===== config.mk =====
export PLATFORM = sky130hd
export DESIGN_NAME = pulse_stretcher
export DESIGN_NICKNAME = d
export VERILOG_FILES = /design/src/rtl/pulse_stretcher.sv
export SDC_FILE = /design/constraint.sdc
export NUM_CORES = 1
export LEC_CHECK = 0
export ABC_AREA = 1
export CAP_MARGIN = 20
export CORE_MARGIN = 3
export CORE_UTILIZATION = 54
export CTS_CLUSTER_DIAMETER = 120
export DETAILED_ROUTE_END_ITERATION = 10
export PLACE_DENSITY = 0.75
export SLEW_MARGIN = 5
export SYNTH_ARGS = -nofsm -noshare
export SYNTH_HDL_FRONTEND = slang
export SYNTH_SLANG_ARGS = --single-unit
export TNS_END_PERCENT = 5

===== constraint.sdc =====
create_clock -name clk -period 1.9 [get_ports clk]
set_input_delay 0.38 -clock clk [delete_from_list [all_inputs] [get_ports clk]]
set_output_delay 0.38 -clock clk [all_outputs]
set_load 0.005 [all_outputs]

===== src/rtl/pulse_stretcher.sv =====
// Stretches one-clock event pulses into visible LED blinks (ON high, GAP low) and queues
// pulses that arrive mid-blink. Define PULSE_STRETCHER_OVF_EN to build the sticky overflow flag.
module pulse_stretcher #(
    parameter int ON_CYCLES   = 5_000_000,
    parameter int GAP_CYCLES  = 2_500_000,
    parameter int QUEUE_DEPTH = 15,
    parameter int CNT_W       = $clog2(QUEUE_DEPTH + 1)
) (
    input  logic             clk,
    input  logic             rst,
    input  logic             pulse_in,
    output logic             led,
    output logic             busy,
    output logic [CNT_W-1:0] pending,
    output logic             overflow
);

    localparam int MAX_T = (ON_CYCLES > GAP_CYCLES) ? ON_CYCLES : GAP_CYCLES;
    localparam int TMR_W = (MAX_T > 1) ? $clog2(MAX_T) : 1;

    if (ON_CYCLES < 1) begin : g_bad_on
        $error("pulse_stretcher: ON_CYCLES must be >= 1");
    end
    if (GAP_CYCLES < 1) begin : g_bad_gap
        $error("pulse_stretcher: GAP_CYCLES must be >= 1");
    end
    if (QUEUE_DEPTH < 1) begin : g_bad_depth
        $error("pulse_stretcher: QUEUE_DEPTH must be >= 1");
    end

    typedef enum logic [1:0] {
        IDLE = 2'd0,
        ON   = 2'd1,
        GAP  = 2'd2
    } state_t;

    state_t             state, state_next;
    logic [TMR_W-1:0]   timer, timer_next;
    logic [CNT_W-1:0]   pending_next;
    logic               led_next;
    logic               have_queued;
    logic               start;
    logic               take_queue;
    logic               take_direct;
    logic               enqueue;
    logic               saturated;

    // A start prefers the queue so blinks play out in arrival order.
    always_comb begin
        have_queued = (pending != '0);
        start       = (have_queued || pulse_in) &&
                      ((state == IDLE) || ((state == GAP) && (timer == '0)));
        take_queue  = start && have_queued;
        take_direct = start && !have_queued;
        enqueue     = pulse_in && !take_direct;
        saturated   = (pending == CNT_W'(QUEUE_DEPTH));
    end

    always_comb begin
        pending_next = pending;
        if (enqueue && !take_queue && !saturated) begin
            pending_next = pending + CNT_W'(1);
        end else if (take_queue && !enqueue) begin
            pending_next = pending - CNT_W'(1);
        end
    end

    always_comb begin
        state_next = state;
        timer_next = timer;
        case (state)
            IDLE: begin
                if (start) begin
                    state_next = ON;
                    timer_next = TMR_W'(ON_CYCLES - 1);
                end
            end
            ON: begin
                if (timer == '0) begin
                    state_next = GAP;
                    timer_next = TMR_W'(GAP_CYCLES - 1);
                end else begin
                    timer_next = timer - TMR_W'(1);
                end
            end
            GAP: begin
                if (timer == '0) begin
                    if (start) begin
                        state_next = ON;
                        timer_next = TMR_W'(ON_CYCLES - 1);
                    end else begin
                        state_next = IDLE;
                        timer_next = '0;
                    end
                end else begin
                    timer_next = timer - TMR_W'(1);
                end
            end
            default: begin
                state_next = IDLE;
                timer_next = '0;
            end
        endcase
        led_next = (state_next == ON);
    end

    always_ff @(posedge clk) begin
        if (rst) begin
            state   <= IDLE;
            timer   <= '0;
            pending <= '0;
            led     <= 1'b0;
        end else begin
            state   <= state_next;
            timer   <= timer_next;
            pending <= pending_next;
            led     <= led_next;
        end
    end

    assign busy = (state != IDLE) || (pending != '0);

`ifdef PULSE_STRETCHER_OVF_EN
    logic dropped;
    logic ovf_q;

    assign dropped = enqueue && !take_queue && saturated;

    always_ff @(posedge clk) begin
        if (rst) begin
            ovf_q <= 1'b0;
        end else if (dropped) begin
            ovf_q <= 1'b1;
        end
    end

    assign overflow = ovf_q;
`else
    assign overflow = 1'b0;
`endif

endmodule

## Word-level counts from Yosys, hierarchy flattened

Index checks and enable logic that the tools add are counted.

| word-level totals | value |
|---|---|
| flip-flop bits (word level) | 30 |
| bits of input ports | 3 |
| output and inout port bits | 7 |
| logic and storage cells | 45 |

| operators by class | value |
|---|---|
| $add $sub $neg | 3 |
| equality and inequality tests | 5 |
| muxes and demuxes | 12 |
| reduce and logical (&&, ||, !) cells | 21 |

Operator list:

| kind | number |
|---|---|
| $mux W23 | 4 |
| $pmux W23 S3 | 1 |
| $logic_not A23 Y1 | 1 |
| $sub A23 B1 Y23 const B | 1 |
| $logic_and A1 B1 Y1 | 8 |
| $mux W4 | 2 |
| $mux W2 | 3 |
| $pmux W2 S3 | 1 |
| $logic_not A1 Y1 | 5 |
| $add A4 B1 Y4 const B | 1 |
| $eq A2 B1 Y1 const B | 2 |
| $eq A4 B4 Y1 const B | 1 |
| $reduce_bool A2 Y1 | 2 |
| $reduce_bool A4 Y1 | 1 |
| $sub A4 B1 Y4 const B | 1 |
| $logic_or A1 B1 Y1 | 3 |
| $eq A2 B2 Y1 const B | 1 |
| $logic_not A2 Y1 | 1 |
| $ne A2 B2 Y1 const B | 1 |
| $mux W1 | 1 |

## Depth between registers and ports, before layout

Gate-level depths: netlist of run 1.

| depth | value |
|---|---|
| word-level depth | 11 |
| mapped depth | 15 |
| gate-level depth less buffers | 15 |

## Least setup slack after synthesis of run 1

OpenSTA, ideal clock, no wires.

| timing path | value |
|---|---|
| kind | register to register |
| start | register timer[0] |
| end | register pending[3] |
| library setup time | 110 ps |
| data arrival time | 1956 ps |
| required time | 1790 ps |
| path slack | -166 ps |
| cell stages (with the launch flop) | 15 |
| path buffers | 0 |
| clock period less this slack | 2066 ps |
| cells stage by stage | dfxtp_1 > inv_1 > ha_1 > nand3_1 > nor2_4 > nand4_4 > nand3_2 > ha_1 > a21o_1 > a21oi_1 > nand4_1 > nand3_2 > nand2_1 > inv_1 > nor2_2 |

| on the way | value |
|---|---|
| longest elaborated chain between the ends | 10 |
| elaborated cells on any way between the ends | 15 |
| those cells by class | 1 x mux; 14 x reduce/logical |

Ends and longest elaborated chain:

| element | RTL line | RTL |
|---|---|---|
| start: declaration | 38 | `logic [TMR_W-1:0] timer, timer_next;` |
| start signal: assignment | 115 | `timer <= timer_next;` |
| $logic_not A23 Y1 (*) | 52 | `((state == IDLE) \|\| ((state == GAP) && (timer == '0)));` |
| $logic_and A1 B1 Y1 (*) | 52 |  |
| $logic_or A1 B1 Y1 (*) | 52 |  |
| $logic_and A1 B1 Y1 (*) | 51 | `start = (have_queued \|\| pulse_in) &&` |
| $logic_and A1 B1 Y1 | 54 | `take_direct = start && !have_queued;` |
| $logic_not A1 Y1 | 55 | `enqueue = pulse_in && !take_direct;` |
| $logic_and A1 B1 Y1 | 55 |  |
| $logic_and A1 B1 Y1 / $logic_not A1 Y1 (equally long branches) | 61, 63 |  |
| $logic_and A1 B1 Y1, on equally long branches | 61, 63 |  |
| $mux W4 / $reduce_bool A2 Y1 (equally long branches) | n/a |  |
| end signal: assignment | 116 | `pending <= pending_next;` |
| end: declaration | 14 | `output logic [CNT_W-1:0] pending,` |

Every way passes the cells marked *; elsewhere a longest branch is shown, timed or not.
A chain may end at the register's enable or synchronous reset.

## Final worst setup path of run 1

| timing path | value |
|---|---|
| start | register timer[13] |
| end | register pending[3] |

Same word-level chain as after synthesis.

==> results.sh, run 1 <==
export IMPL_vias=2373
export IMPL_p_total_mw=3.284
export IMPL_final_core_util_pct=75.77
export IMPL_setup_tns_ps=-65.61
export IMPL_overflow=0
export IMPL_violations="negative setup slack"
export IMPL_synth_area_mux_share_pct=0
export IMPL_timing_final_crit_share_pct=103.1
export IMPL_cts_made_buffers=5
export IMPL_max_stage_delay_ps=340
export IMPL_ys_ff_latch=30
export IMPL_ys_types=35
export IMPL_nets=406
export IMPL_synth_edf_count=0
export IMPL_hold_path_class="flop to flop"
export IMPL_place_gp_congestion=0.9917
export IMPL_fmax_mhz=510.7
export IMPL_cp_start_kind="flop"
export IMPL_syn2layout_area_growth_pct=32.11
export IMPL_root_buffer="clkbuf_8"
export IMPL_n_fill_cell=312
export IMPL_synth_main_ff_cell="dfxtp_1"
export IMPL_crit_path_end_kind="flop"
export IMPL_synthCells=335
export IMPL_drtPass1Iterations=6
export IMPL_io_pins=10
export IMPL_leakage_nw=1.385
export IMPL_fin_skew_ps=2.906
export IMPL_chipHeight_um=69.06
export IMPL_reg2reg_slack_ps=-60
export IMPL_clkTransAtPathRegs_ps=70
export IMPL_cts_sinks=30
export IMPL_grt_total_usage_pct=26.08
export IMPL_final_cell_mix="nand2_1, buf_4, nor2_1, inv_1, dfxtp_1"
export IMPL_viasPerCell=5.309
export IMPL_ys_seq_area_share_pct=27.97
export IMPL_drt_iter0_drc=204
export IMPL_synth_fp_nets=343
export IMPL_cpMaxStageDelayCell="dfxtp_1"
export IMPL_syn_area_um2=2147
export IMPL_drc=0
export IMPL_rsz0062_at_grt="yes"
export IMPL_grt_antenna_before_repair=0
export IMPL_synth_top_family_by_area="simple AND/OR/NAND/NOR gates"
export IMPL_fin_crit_ps=1958
export IMPL_slew_viol_final=0
export IMPL_grt_max_degree=16
export IMPL_cp_cell_sequence="nor2_2 -> nand2_2 -> nor2_4 -> nand4_4 -> nand3_4 -> ha_4 -> a21o_1 -> a21oi_2 -> nand4_1 -> nand3_2 -> nand2_1 -> inv_1 -> nor2_2"
export IMPL_synthAdderAreaFrac_pct=3.263
export IMPL_placed_area_um2=2669
export IMPL_start_util_pct=57.35
export IMPL_antennaDiodeCount=0
export IMPL_status="complete, but fails checks"
export IMPL_cts_hold_buf=0
export IMPL_grt_pass1_vias=2279
export IMPL_criticalPathCategory="flop to flop"
export IMPL_synthSimpleGateAreaFrac_pct=43.01
export IMPL_grt_pass1_wl_um=10140
export IMPL_drive_gt1_share_pct=30.33
export IMPL_ant_nets=0
export IMPL_setup_slack_ps=-58.01
export IMPL_p_per_area_nw_per_um2=1158
export IMPL_die_x_um=69.06
export IMPL_port_buffers=8
export IMPL_arrival_ps=2140
export IMPL_synth_xor_area_share_pct=3.263
export IMPL_syn_area_per_cell_um2=6.409
export IMPL_ys_async_sr_fraction_pct=0
export IMPL_finalSetupViolations=2
export IMPL_coreArea_um2=3744
export IMPL_wl_per_cell_um=13.26
export IMPL_cp_common_cell="nor2_2"
export IMPL_synth_warnings=0
export IMPL_stdcell_area_um2=2836
export IMPL_synth_compound_area_share_pct=13.75
export IMPL_final_common_cell="nand2_1"
export IMPL_clock_tree_buffer_depth=2
export IMPL_rows=22
export IMPL_cp_required_ps=2090
export IMPL_worstPathMaxFanout=3
export IMPL_tritoncts="built"
export IMPL_irDropWorstVdd_mv=0.7255
export IMPL_dpl_cell_count=433
export IMPL_clk_latency_ps=280
export IMPL_fin_cells=447
export IMPL_wl_um=5929
export IMPL_cpLargestDelayFamily="simple AND/OR/NAND/NOR gates"
export IMPL_fp_dieArea_um2=4769
export IMPL_cap_violations=0
export IMPL_hpwl_um=4440
export IMPL_htree_levels=2
export IMPL_path_buf_inv=1
export IMPL_hold_viol=0
[cells in the mapped netlist (all sizes together), types with 2 or more instances]
| library cell | instances | share of area, % |
|---|---|---|
| nand2 | 104 | 19 |
| nor2 | 61 | 14 |
| inv | 36 | 6.3 |
| dfxtp | 30 | 28 |
| a21oi | 28 | 7.8 |
| nand3 | 17 | 4.9 |
| o21ai | 16 | 3.9 |
| nand4 | 10 | 3.6 |
| buf | 6 | 1.9 |
| xor2 | 5 | 2.0 |
| ha | 4 | 2.3 |
| nor3 | 4 | 0.93 |
| xnor2 | 3 | 1.2 |
| clkbuf | 2 | 0.35 |
[path summary, 6_finish.rpt]
check,start,end,depth (start not counted)
worst min register to register,timer[1],timer[1],2
worst max-delay path,timer[13],pending[3],13
worst min-delay path,timer[1],timer[1],2
worst max register to register,timer[13],pending[3],13
[registers in the layout, summed over array words and instances (netlist names)]
| signal | count |
|---|---|
| led | 1 |
| state | 2 |
| timer | 23 |
| pending | 4 |
[cells by family (layout without fill, tap and decap cells)]
| kind of cell | Yosys count | in the layout |
|---|---|---|
| XOR/XNOR | 8 | 8 |
| other | 1 | 1 |
| flip-flops | 30 | 30 |
| adder cells (fa/ha/maj) | 5 | 5 |
| AO/OA/AOI/OAI | 50 | 50 |
| AND/OR/NAND/NOR | 197 | 197 |
| buffers and inverters | 44 | 108 |
[through the flow]
stage | hold slack (ps) | setup slack [ps]
finish | 484.6 | -58.01
global route | 495.4 | -223.3
CTS | 482.4 | -52.13
detailed placement | 479.1 | -329.8
global placement | 477.4 | -228.8
floorplan | 458.5 | -14.03
[timing repair]
item	4_1_cts	5_1_grt
buffers inserted	6	0
pin swaps	12	2
gates resized for setup	6	6
endpoints found under the setup margin	2	8
[tightest hold or removal path, stage by stage, from the launching register on]
cell and delay (ps):
dfxtp_2 320, nand2_1 80, a21oi_2 50
[report_power, final]
group / switching [mW] / internal (mW) / leakage [nW]
Combinational: 1.07 / 0.833 / 1.09
Clock: 0.248 / 0.292 / 0.0482
Sequential: 0.0872 / 0.751 / 0.249
[metal layers]
metal	track usage (%)	wire length (um)	part of all wire, %
met1	32.46	2556	43
met2	43.54	2903	49
met3	5.539	288	4.9
met4	10.63	180	3.0
met5	0	0	0
[cell type report]
| type | count | area, um^2 | share of cell area, % |
|---|---|---|---|
| inverters | 36 | 135.1 | 4.764 |
| well taps | 48 | 60.06 | 2.117 |
| clock inverters | 1 | 5.005 | 0.1764 |
| clock buffers | 7 | 86.33 | 3.044 |
| repair buffers | 64 | 523.0 | 18.44 |
| multi-input cells | 261 | 1421 | 50.11 |
| flip-flops and latches | 30 | 605.6 | 21.35 |
Note: power is estimated with default switching activity, not from simulation.
==> run 2, diff against run 1 <==
--- a/config.mk
+++ b/config.mk
@@ -11,6 +11,7 @@
 export CORE_UTILIZATION = 54
 export CTS_CLUSTER_DIAMETER = 120
 export DETAILED_ROUTE_END_ITERATION = 10
+export GPL_TIMING_DRIVEN = 0
 export PLACE_DENSITY = 0.75
 export SLEW_MARGIN = 5
 export SYNTH_ARGS = -nofsm -noshare
==> run 2 against run 1 <==
The run still ends with negative setup slack left. First-iteration DRC count decreased by 0.98%. Global-route usage down 2.4 points. Non-clock buffer count is 33 lower. Critical path depth grew 1. Clock power is essentially flat. Sequential cell count unchanged. Total power fell by 7.0%. Clock skew is 4.5 ps higher. Largest power group unchanged.
==> results.sh, run 2 (synthesized netlist as in run 1, its figures left out) <==
export IMPL_grt_pass1_vias=1983
export IMPL_cp_start_kind="flop"
export IMPL_grt_antenna_before_repair=0
export IMPL_cap_violations=0
export IMPL_grt_pass1_wl_um=9094
export IMPL_worstPathMaxFanout=4
export IMPL_clkTransAtPathRegs_ps=60
export IMPL_setup_slack_ps=-66.63
export IMPL_drtPass1Iterations=5
export IMPL_dpl_cell_count=391
export IMPL_coreArea_um2=3744
export IMPL_vias=2206
export IMPL_syn2layout_area_growth_pct=20.05
export IMPL_wl_per_cell_um=12.99
export IMPL_leakage_nw=1.207
export IMPL_cpLargestDelayFamily="simple AND/OR/NAND/NOR gates"
export IMPL_cp_required_ps=2090
export IMPL_p_per_area_nw_per_um2=1185
export IMPL_cts_hold_buf=0
export IMPL_tritoncts="built"
export IMPL_clk_latency_ps=290
export IMPL_fin_cells=414
export IMPL_overflow=0
export IMPL_irDropWorstVdd_mv=0.6362
export IMPL_drc=0
export IMPL_slew_viol_final=0
export IMPL_root_buffer="clkbuf_8"
export IMPL_timing_hold_ws_ps=498.6
export IMPL_slew_headroom_pct=55.04
export IMPL_hold_path_class="flop to flop"
export IMPL_arrival_ps=2160
export IMPL_timing_final_crit_share_pct=103.5
export IMPL_largest_reg_flops=23
export IMPL_final_core_util_pct=68.85
export IMPL_htree_levels=2
export IMPL_grt_max_degree=11
export IMPL_die_x_um=69.06
export IMPL_fin_skew_ps=7.373
export IMPL_wl_um=5376
export IMPL_grt_total_usage_pct=23.68
export IMPL_criticalPathCategory="flop to flop"
export IMPL_fmax_mhz=508.5
export IMPL_cpMaxStageDelayCell="dfxtp_2"
export IMPL_place_gp_congestion=0.9232
export IMPL_cts_sinks=30
export IMPL_top_register="timer"
export IMPL_tightest_slew_ps=674.3
export IMPL_status="complete, but fails checks"
export IMPL_hpwl_um=3948
export IMPL_clock_tree_buffer_depth=2
export IMPL_fin_crit_ps=1967
export IMPL_rows=22
export IMPL_fp_dieArea_um2=4769
export IMPL_final_cell_mix="nand2_1, nor2_1, inv_1, a21oi_1, dfxtp_1"
export IMPL_port_buffers=8
export IMPL_reg_top3="timer: 23 flops, pending: 4 flops, state: 2 flops"
export IMPL_crit_path_end_kind="flop"
export IMPL_nets=373
export IMPL_antennaDiodeCount=0
export IMPL_cp_cell_sequence="inv_2 -> ha_4 -> nand3_2 -> nor2_4 -> nand4_4 -> nand3_4 -> ha_4 -> a21o_1 -> a21oi_2 -> nand4_1 -> nand3_2 -> nand2_1 -> inv_1 -> nor2_2"
export IMPL_rsz0062_at_grt="yes"
export IMPL_ant_nets=0
export IMPL_cts_made_buffers=5
export IMPL_chipHeight_um=69.06
export IMPL_drt_iter0_drc=202
export IMPL_start_util_pct=57.35
export IMPL_max_stage_delay_ps=320
export IMPL_place_ws_ps=-395.7
export IMPL_finalSetupViolations=4
export IMPL_violations="negative setup slack"
export IMPL_io_pins=10
export IMPL_drive_gt1_share_pct=25.68
export IMPL_p_total_mw=3.054
export IMPL_path_buf_inv=2
export IMPL_final_common_cell="nand2_1"
export IMPL_hold_viol=0
export IMPL_viasPerCell=5.329
[run 2: cell types whose count changed in the layout (fill, tap and decap cells not counted), moves of 2 or more]
cell,change
nor2_4,+2
buf_2,+3
dfxtp_1,-7
clkbuf_1,+2
dfxtp_2,+7
buf_4,-36
nor2_2,-2
[run 2: where the power goes]
group / switching, mW / internal, mW / total, mW / leakage [nW]
Clock: 0.248 / 0.292 / 0.540 / 0.0482
Sequential: 0.158 / 0.757 / 0.915 / 0.251
Combinational: 0.940 / 0.658 / 1.60 / 0.908
[run 2: through the flow]
stage          cell area [um^2]  TNS (ps)
6_report                   2577    -167.5
5_1_grt                    2577    -974.2
4_1_cts                    2512    -216.3
3_5_place_dp               2330    -697.6
3_3_place_gp               2330    -538.2
2_1_floorplan              2190    -14.03
[run 2: layer usage]
metal	up-vias	routed length, um	GRT usage, %
met2	57	2518	38.77
li1	1128	-	-
met1	1007	2400	30.37
met4	0	102	6.941
met3	14	354	6.414
met5	-	0	0
[run 2: area by class of cell]
cell class	instances	area, um^2
sequential	30	614.3
fill	362	1166
tap	48	60.06
clock inverter	1	5.005
timing repair buffer	23	192.7
multi-input combinational	261	1435
clock buffer	7	86.33
inverter	36	135.1
buffer	8	48.80
[run 2: path summary, 6_finish.rpt]
| check | from | to | slack [ps] | depth (start not counted) |
|---|---|---|---|---|
| worst max register to register | timer[1] | pending[3] | -70 | 14 |
| worst min register to register | timer[0] | timer[0] | 500 | 2 |
| worst max-delay path | timer[1] | pending[3] | -70 | 14 |
| worst min-delay path | timer[0] | timer[0] | 500 | 2 |
[run 2: worst reg2reg max path, stage by stage (launching register included)]
cell	delay [ps]
dfxtp_2	320
inv_2	80
ha_4	140
nand3_2	90
nor2_4	150
nand4_4	110
nand3_4	110
ha_4	210
a21o_1	160
a21oi_2	160
nand4_1	140
nand3_2	80
nand2_1	40
inv_1	50
nor2_2	30
[run 2: what timing repair did]
action                     4_1_cts  5_1_grt
pin swaps                       13        8
hold endpoints to repair         0        0
resized for setup               11        8
setup endpoints to repair        2       11
setup buffers                    9        6
==> run 3, diff against run 2 <==
--- a/config.mk
+++ b/config.mk
@@ -11,7 +11,6 @@
 export CORE_UTILIZATION = 54
 export CTS_CLUSTER_DIAMETER = 120
 export DETAILED_ROUTE_END_ITERATION = 10
-export GPL_TIMING_DRIVEN = 0
 export PLACE_DENSITY = 0.75
 export SLEW_MARGIN = 5
 export SYNTH_ARGS = -nofsm -noshare
==> results of run 3 <==
No change in the layout: final DEF, timing and power equal those of run 1.
